===== config.mk =====
export PLATFORM = sky130hd
export DESIGN_NAME = sid_wave_rom_arbiter
export DESIGN_NICKNAME = d
export VERILOG_FILES = /design/src/rtl/sid_wave_rom_arbiter.sv
export SDC_FILE = /design/constraint.sdc
export NUM_CORES = 1
export LEC_CHECK = 0
export ABC_AREA = 1
export ABC_CLOCK_PERIOD_IN_PS = 2400
export BUFFER_PORTS_ARGS = -buffer_cell sky130_fd_sc_hd__buf_4
export CAP_MARGIN = 0
export CORE_MARGIN = 1.5
export CORE_UTILIZATION = 47
export DETAILED_ROUTE_END_ITERATION = 16
export GPL_TIMING_DRIVEN = 0
export PLACE_DENSITY = 0.79
export SYNTH_ARGS = -nofsm -noshare
export SYNTH_HDL_FRONTEND = slang
export SYNTH_SLANG_ARGS = --single-unit

===== constraint.sdc =====
create_clock -name clock -period 2.4 [get_ports clock]
set_clock_uncertainty 0.15 [all_clocks]
set_input_delay 0 -clock clock [delete_from_list [all_inputs] [get_ports clock]]
set_output_delay 0 -clock clock [all_outputs]
set_load 0.005 [all_outputs]

===== src/rtl/sid_wave_rom_arbiter.sv =====
// Round-robin arbiter sharing one registered combined-waveform ROM among three SID voices.
// Optional per-voice result cache enabled by defining SID_WAVE_CACHE_EN.
module sid_wave_rom_arbiter #(
  parameter int NVOICE = 3,
  parameter int AW     = 12,
  parameter int DW     = 8
) (
  input  logic              clock,
  input  logic              reset,
  input  logic [2:0]        req,
  input  logic [AW-1:0]     wave0,
  input  logic [AW-1:0]     wave1,
  input  logic [AW-1:0]     wave2,
  input  logic [1:0]        sel0,
  input  logic [1:0]        sel1,
  input  logic [1:0]        sel2,
  output logic [2:0]        ack,
  output logic              rom_en,
  output logic [AW-1:0]     rom_addr,
  output logic [1:0]        rom_sel,
  input  logic [DW-1:0]     rom_data,
  output logic [DW-1:0]     out0,
  output logic [DW-1:0]     out1,
  output logic [DW-1:0]     out2,
  output logic [2:0]        out_valid,
  output logic [1:0]        dbg_state
);

  // Handshake: req is a level sampled only at grant edges; ack pulses one cycle
  // when the voice's wave/sel were captured; out_valid pulses one cycle when outN updates.

  typedef enum logic [1:0] {IDLE = 2'd0, WAIT = 2'd1, CAPT = 2'd2} state_t;

  state_t          state, state_nxt;
  logic [1:0]      last, cur;
  logic [AW-1:0]   wave_v [NVOICE];
  logic [1:0]      sel_v  [NVOICE];
  logic [2:0]      hit, elig;
  logic [2:0]      pick_res;
  logic [1:0]      win;
  logic            grant;
  logic [2:0]      ack_nxt, out_valid_nxt;

  assign wave_v[0] = wave0;
  assign wave_v[1] = wave1;
  assign wave_v[2] = wave2;
  assign sel_v[0]  = sel0;
  assign sel_v[1]  = sel1;
  assign sel_v[2]  = sel2;
  assign dbg_state = state;

`ifdef SID_WAVE_CACHE_EN
  logic [AW+1:0] cache [NVOICE];
  logic [2:0]    cache_vld;

  // A hit is served from the held outN without taking a ROM slot.
  always_comb begin
    hit = 3'b000;
    for (int i = 0; i < NVOICE; i++)
      hit[i] = req[i] && cache_vld[i] && (cache[i] == {sel_v[i], wave_v[i]});
  end

  always_ff @(posedge clock or posedge reset) begin
    if (reset) begin
      cache_vld <= 3'b000;
      for (int i = 0; i < NVOICE; i++) cache[i] <= '0;
    end else if (state == CAPT) begin
      cache[cur]     <= {rom_sel, rom_addr};
      cache_vld[cur] <= 1'b1;
    end
  end
`else
  assign hit = 3'b000;
`endif

  assign elig = req & ~hit;

  // Search order starts just after the last winner so every voice gets a turn.
  function automatic logic [2:0] pick(input logic [2:0] m, input logic [1:0] l);
    logic [1:0] c0, c1, c2;
    case (l)
      2'd0:    begin c0 = 2'd1; c1 = 2'd2; c2 = 2'd0; end
      2'd1:    begin c0 = 2'd2; c1 = 2'd0; c2 = 2'd1; end
      default: begin c0 = 2'd0; c1 = 2'd1; c2 = 2'd2; end
    endcase
    if (m[c0])      pick = {1'b1, c0};
    else if (m[c1]) pick = {1'b1, c1};
    else if (m[c2]) pick = {1'b1, c2};
    else            pick = 3'b000;
  endfunction

  always_comb begin
    pick_res = pick(elig, last);
    win      = pick_res[1:0];
    grant    = pick_res[2] && ((state == IDLE) || (state == CAPT));
  end

  always_ff @(posedge clock or posedge reset) begin
    if (reset) state <= IDLE;
    else       state <= state_nxt;
  end

  always_comb begin
    state_nxt = IDLE;
    case (state)
      IDLE:    state_nxt = grant ? WAIT : IDLE;
      WAIT:    state_nxt = CAPT;
      CAPT:    state_nxt = grant ? WAIT : IDLE;
      default: state_nxt = IDLE;
    endcase
  end

  always_comb begin
    ack_nxt       = hit;
    out_valid_nxt = hit;
    if (grant)         ack_nxt       = ack_nxt | (3'b001 << win);
    if (state == CAPT) out_valid_nxt = out_valid_nxt | (3'b001 << cur);
  end

  always_ff @(posedge clock or posedge reset) begin
    if (reset) begin
      ack       <= 3'b000;
      out_valid <= 3'b000;
      rom_en    <= 1'b0;
      rom_addr  <= '0;
      rom_sel   <= 2'd0;
      cur       <= 2'd0;
      last      <= 2'd2;
      out0      <= '0;
      out1      <= '0;
      out2      <= '0;
    end else begin
      ack       <= ack_nxt;
      out_valid <= out_valid_nxt;
      rom_en    <= grant;
      if (grant) begin
        rom_addr <= wave_v[win];
        rom_sel  <= sel_v[win];
        cur      <= win;
        last     <= win;
      end
      if (state == CAPT) begin
        case (cur)
          2'd0:    out0 <= rom_data;
          2'd1:    out1 <= rom_data;
          default: out2 <= rom_data;
        endcase
      end
    end
  end

endmodule

## After elaboration in Yosys (flattened, before gate mapping)

Index checks and enable logic that the tools add are counted.

- Input port bits: 55
- Word-level logic and storage cells: 55
- Output and inout port bits: 47
- Register bits after elaboration: 51

- Eq/ne operators: 4
- Bitwise gates (word level): 2
- Mux-type cells: 22
- Magnitude comparators: 4
- Reduce and logical (&&, ||, !) cells: 10
- Shifts and indexed selects: 2

Operators by type and width:

| cell | number |
|---|---|
| $bmux W12 S2 | 1 |
| $mux W12 | 2 |
| $pmux W2 S2 | 4 |
| $mux W3 | 5 |
| $lt A2 B3 Y1 const B | 3 |
| $bmux W1 S2 | 3 |
| $eq A2 B1 Y1 const B | 3 |
| $logic_not A2 Y1 | 3 |
| $reduce_and A2 Y1 | 3 |
| $shl A1 B2 Y3 const A | 2 |
| $bmux W2 S2 | 1 |
| $mux W1 | 4 |
| $mux W2 | 2 |
| $reduce_or A2 Y1 | 2 |
| $ge A3 B3 Y1 const B | 1 |
| $not A2 Y3 | 1 |
| $eq A2 B2 Y1 const B | 1 |
| $logic_and A1 B1 Y1 | 1 |
| $logic_or A1 B1 Y1 | 1 |
| $not A1 Y1 | 1 |

## Depth between registers and ports, before layout

- Word-level depth: 11
- Depth in mapped cells: 12
- Gate-level depth less buffers: 10

## Worst setup path after synthesis

No wires, ideal clock.

- Path type: register to register
- Start: register last[1]
- End: register rom_addr[11]
- Setup time: 0.124 ns
- Data arrival time: 1.386 ns
- Stages on the path, launching flop included: 11
- Path buffers: 1
- Path slack: 0.740 ns
- Period minus slack after synthesis: 1.660 ns
- Required time: 2.126 ns
- Cells stage by stage: dfstp_2 -> inv_2 -> nand3_2 -> nand3_4 -> inv_2 -> nand3_2 -> nand2_4 -> inv_2 -> buf_4 -> nand2_1 -> nand3_1

- Elaborated cells between the ends (all ways): 19
- Those cells by class: eq/ne (1); mux (15); bitwise (1); reduce/logical (2)

RTL lines:

| what | RTL line | RTL |
|---|---|---|
| start, declared | 35 | `logic [1:0] last, cur;` |
| start signal, assigned | 140 | `last <= win;` |
| $eq A2 B1 Y1 or $logic_not A2 Y1 (tied branches) | 81 | `case (l)` |
| $pmux W2 S2 | 81 |  |
| $bmux W1 S2 | 88 | `else if (m[c2]) pick = {1'b1, c2};` |
| $mux W1 (implied by the code) | 88 |  |
| $mux W3 | 88 |  |
| $mux W3 | 87 | `else if (m[c1]) pick = {1'b1, c1};` |
| $mux W3 * | 86 | `if (m[c0]) pick = {1'b1, c0};` |
| $logic_and A1 B1 Y1 * | 95 | `grant = pick_res[2] && ((state == IDLE) \|\| (state == CAPT));` |
| named net grant | 41 | `logic grant;` |
| end signal, assigned | 137 | `rom_addr <= wave_v[win];` |
| end, declared | 19 | `output logic [AW-1:0] rom_addr,` |

The timed path passes the listed nets; every way through them passes the cells marked *. The select of a mux whose other input is x is not followed.
A chain may end at the register's enable or synchronous reset.

## Worst setup path after layout

- Start: register last[1]
- End: register rom_sel[1]

- Cells in the longest elaborated chain, start to end: 11
- Elaborated cells between the ends (all ways): 19
- Those cells by class: eq/ne (1); mux (15); bitwise (1); reduce/logical (2)

Ends and longest elaborated chain:

| what | RTL line | RTL |
|---|---|---|
| $eq A2 B1 Y1 or $logic_not A2 Y1 (tied branches) | 81 |  |
| $pmux W2 S2 | 81 |  |
| $bmux W1 S2 | 88 |  |
| $mux W1 (implied by the code) | 88 |  |
| $mux W3 | 88 |  |
| $mux W3 | 87 |  |
| $mux W3 * | 86 |  |
| $not A2 Y3 (implied by the code) | 138 | `rom_sel <= sel_v[win];` |
| $bmux W2 S2 | 138 |  |
| $mux W2 (implied by the code) (2 in series) | 138 |  |
| end signal, assigned | 138 |  |
| end, declared | 20 | `output logic [1:0] rom_sel,` |

Every way passes the cells marked *; elsewhere a longest branch is shown, timed or not. The select of a mux whose other input is x is not followed.

==> results.py <==
metrics = {
    "floorplan": {
        "die_y_um": 72.4,
        "rows": 25,
        "io_pins": 102,
        "die_w_um": 72.4,
        "start_util": 0.482,
        "core_um2": 4690,
        "die-area_um2": 5240,
    },
    "synthesis": {
        "synth_edf_count": 0,
        "yosysSeqAreaShare": 0.543,
        "yosys_warnings": 0,
        "syn_nets": 326,
        "synth_top_flop_cell": "dfrtp_1",
        "yosys.area.top_type": "dfrtp_1",
        "yosys-top-cells-area": "dfrtp_1 (53%), nand2_1 (17%), o21ai_0 (5.3%), nand3_1 (3.8%), nand2_2 (3.3%)",
        "synth_cells": 271,
        "synth.avg_cell_area_um2": 8.35,
        "ys_types": 23,
        "syn_area_um2": 2260,
        "ys_ff_latch": 49,
        "yosys.area.top_type_share": 0.531,
        "synth-async-reset-ratio": 1.00,
    },
    "finish": {
        "drive_above_1_share": 0.375,
        "fillers": 281,
        "multi_input_area_um2": 943,
        "layout.cells.non_filler": 494,
        "fin_util": 0.827,
        "final_nets": 494,
        "seqCellArea_um2": 1230,
        "antennaDiodeCount": 0,
        "area_delta_synth_final_pct": 71.6,
    },
    "global_route": {
        "grt.overflow.total": 0,
        "grt_util_all_layers": 0.262,
        "use_met3": 0.0306,
        "antenna_found_initial": 0,
        "grt_max_degree": 38,
        "use_met2": 0.443,
        "grt_pass1_wl_um": 10600,
        "busiest_layer": "met2",
        "gr-usage-met1": 0.334,
        "grt_pass1_vias": 2268,
    },
    "clock_network": {
        "cts_max_level": 2,
        "clkTransAtPathRegs_ns": 0.10,
        "clockRootBuffer": "clkbuf_8",
        "clock-sinks": 49,
        "insertion_delay_ns": 0.31,
        "cts_buffers": 5,
        "clk_path_buf_depth": 2,
        "cts_tree": "built",
    },
    "worst_setup_path": {
        "ff2ff_setup_slack_ns": 0.02,
        "r2r_cells": 12,
        "path_class": "register to register",
        "r2r_end": "rom_sel[1]$_DFFE_PP0P_",
        "cp_data_required_time_ns": 2.50,
        "arrival_ns": 2.49,
        "endpoint_kind": "register",
        "r2r_start": "last[1]$_DFFE_PP1P_",
        "worst-path-max-fanout": 7,
        "start_kind": "register",
    },
    "place": {
        "gp_congestion": 0.903,
        "dp_hpwl_um": 4220,
        "io_buffers": 101,
        "place_inst": 427,
    },
    "drt": {
        "antenna_left": 0,
        "vias": 2563,
        "drc": 0,
        "via_per_inst": 5.19,
        "drtIter0Drc": 223,
        "drtPass1Iterations": 4,
        "wl_um": 8020,
        "wl_per_cell_um": 16.2,
    },
    "sta": {
        "rsz0062_at_grt": "yes",
        "fin_tns_setup_ns": 0,
        "final_hold_viol_count": 0,
        "worst_pin_slew_ns": 0.453,
        "fin_hold_ws_ns": 0.0339,
        "period_share": 0.993,
        "relSlewSlack": 0.698,
        "finalCriticalPeriod_ns": 2.38,
        "fmax_ghz": 0.420,
        "drv_slew": 0,
        "finalSetupViolCount": 0,
    },
    "job": {
        "maxCapViolations": 0,
    },
    "pwr": {
        "power_mw": 4.94,
        "vdd_ir_drop_max_uv": 686,
        "power_density_nw_per_um2": 1270,
        "p_leak_nw": 2.07,
    },
    "worst_hold_path": {
        "min_path_type": "primary input to asynchronous set/reset pin",
    },
    "run_status": {
        "status": "completed",
    },
}
cells in the mapped netlist, types with 3 or more instances:
| cell | number |
|---|---|
| inv_2 | 7 |
| buf_4 | 4 |
| nor2_1 | 19 |
| nand2_1 | 104 |
| nand3_1 | 17 |
| clkbuf_1 | 3 |
| dfrtp_1 | 48 |
| nand2_2 | 12 |
| o21ai_0 | 24 |
| inv_1 | 15 |
metal layers:
layer,vias to the layer above,part of all wire
li1,1177,-
met1,1271,0.40
met2,94,0.53
met3,21,0.046
met4,0,0.027
met5,-,0
placed cells by master, fill, tap and decap left out, types with 4 or more instances in the layout:
cell type,n
nand3_1,17
nor2_1,18
inv_2,4
inv_1,14
buf_6,5
nand2_2,13
nand2_1,100
o21ai_0,24
buf_4,113
dfrtp_1,48
inv_4,4
clkbuf_8,5
dlygate4sd3_1,45
area by class of cell:
cell class                 instances  share of cell area
inverter                          22              0.0239
tap                               54              0.0174
sequential                        49               0.316
buffer                            10              0.0222
multi-input combinational        191               0.243
clock buffer                       5              0.0177
timing repair buffer             160               0.347
clock inverter                     3              0.0123
logic make-up after synthesis:
group | count (synthesis) | synth area share
AO/OA/AOI/OAI | 28 | 0.0719
buffers and inverters | 32 | 0.0669
AND/OR/NAND/NOR | 162 | 0.319
flip-flops | 49 | 0.543
what timing repair did:
action,in CTS,in global routing
hold endpoints to repair,86,3
buffers inserted,0,10
endpoints found under the setup margin,0,9
gates resized for setup,0,24
hold buffers,42,6
flip-flops by register name (all words and copies together) (netlist names):
register / flops
last: 2
ack: 3
out0: 8
out_valid: 3
out1: 8
cur: 1
rom_addr: 12
dbg_state: 2
out2: 8
rom_sel: 2
power breakdown:
part           internal [mW]  switching, mW
sequential              1.23          0.250
clock                  0.318          0.313
combinational           1.42           1.41
worst max-delay path: stages, from the launching register on:
cell	delay (ns)
dfstp_2	0.64
nor2_4	0.07
nand2_4	0.09
nand3_4	0.11
inv_4	0.08
nand2_2	0.06
nand2_4	0.14
clkbuf_16	0.17
nand2_1	0.05
nand2_1	0.06
nand2_1	0.07
nand3_1	0.08
dlygate4sd3_1	0.55
worst max-delay path by stage:
stage | start | endpoint | slack (ns)
floorplan | last[1]$_DFFE_PP1P_ | rom_addr[11]$_DFFE_PP0P_ | 0.74
global placement | reset | ack[2]$_DFF_PP0_ | 0.45
detailed placement | last[1]$_DFFE_PP1P_ | rom_addr[11]$_DFFE_PP0P_ | 0.59
CTS | last[1]$_DFFE_PP1P_ | rom_addr[8]$_DFFE_PP0P_ | 0.03
global route | last[1]$_DFFE_PP1P_ | rom_sel[1]$_DFFE_PP0P_ | -0.09
finish | last[1]$_DFFE_PP1P_ | rom_sel[1]$_DFFE_PP0P_ | 0.02
metrics by stage:
| stage | cell area (µm²) | setup WS (ns) |
|---|---|---|
| 6_report | 3880 | 0.0175 |
| 5_1_grt | 3880 | -0.0854 |
| 4_1_cts | 3640 | 0.0324 |
| 3_5_place_dp | 3110 | 0.591 |
| 3_3_place_gp | 3090 | 0.448 |
| 2_1_floorplan | 2260 | 0.740 |
Note: power is estimated with default switching activity, not from simulation.
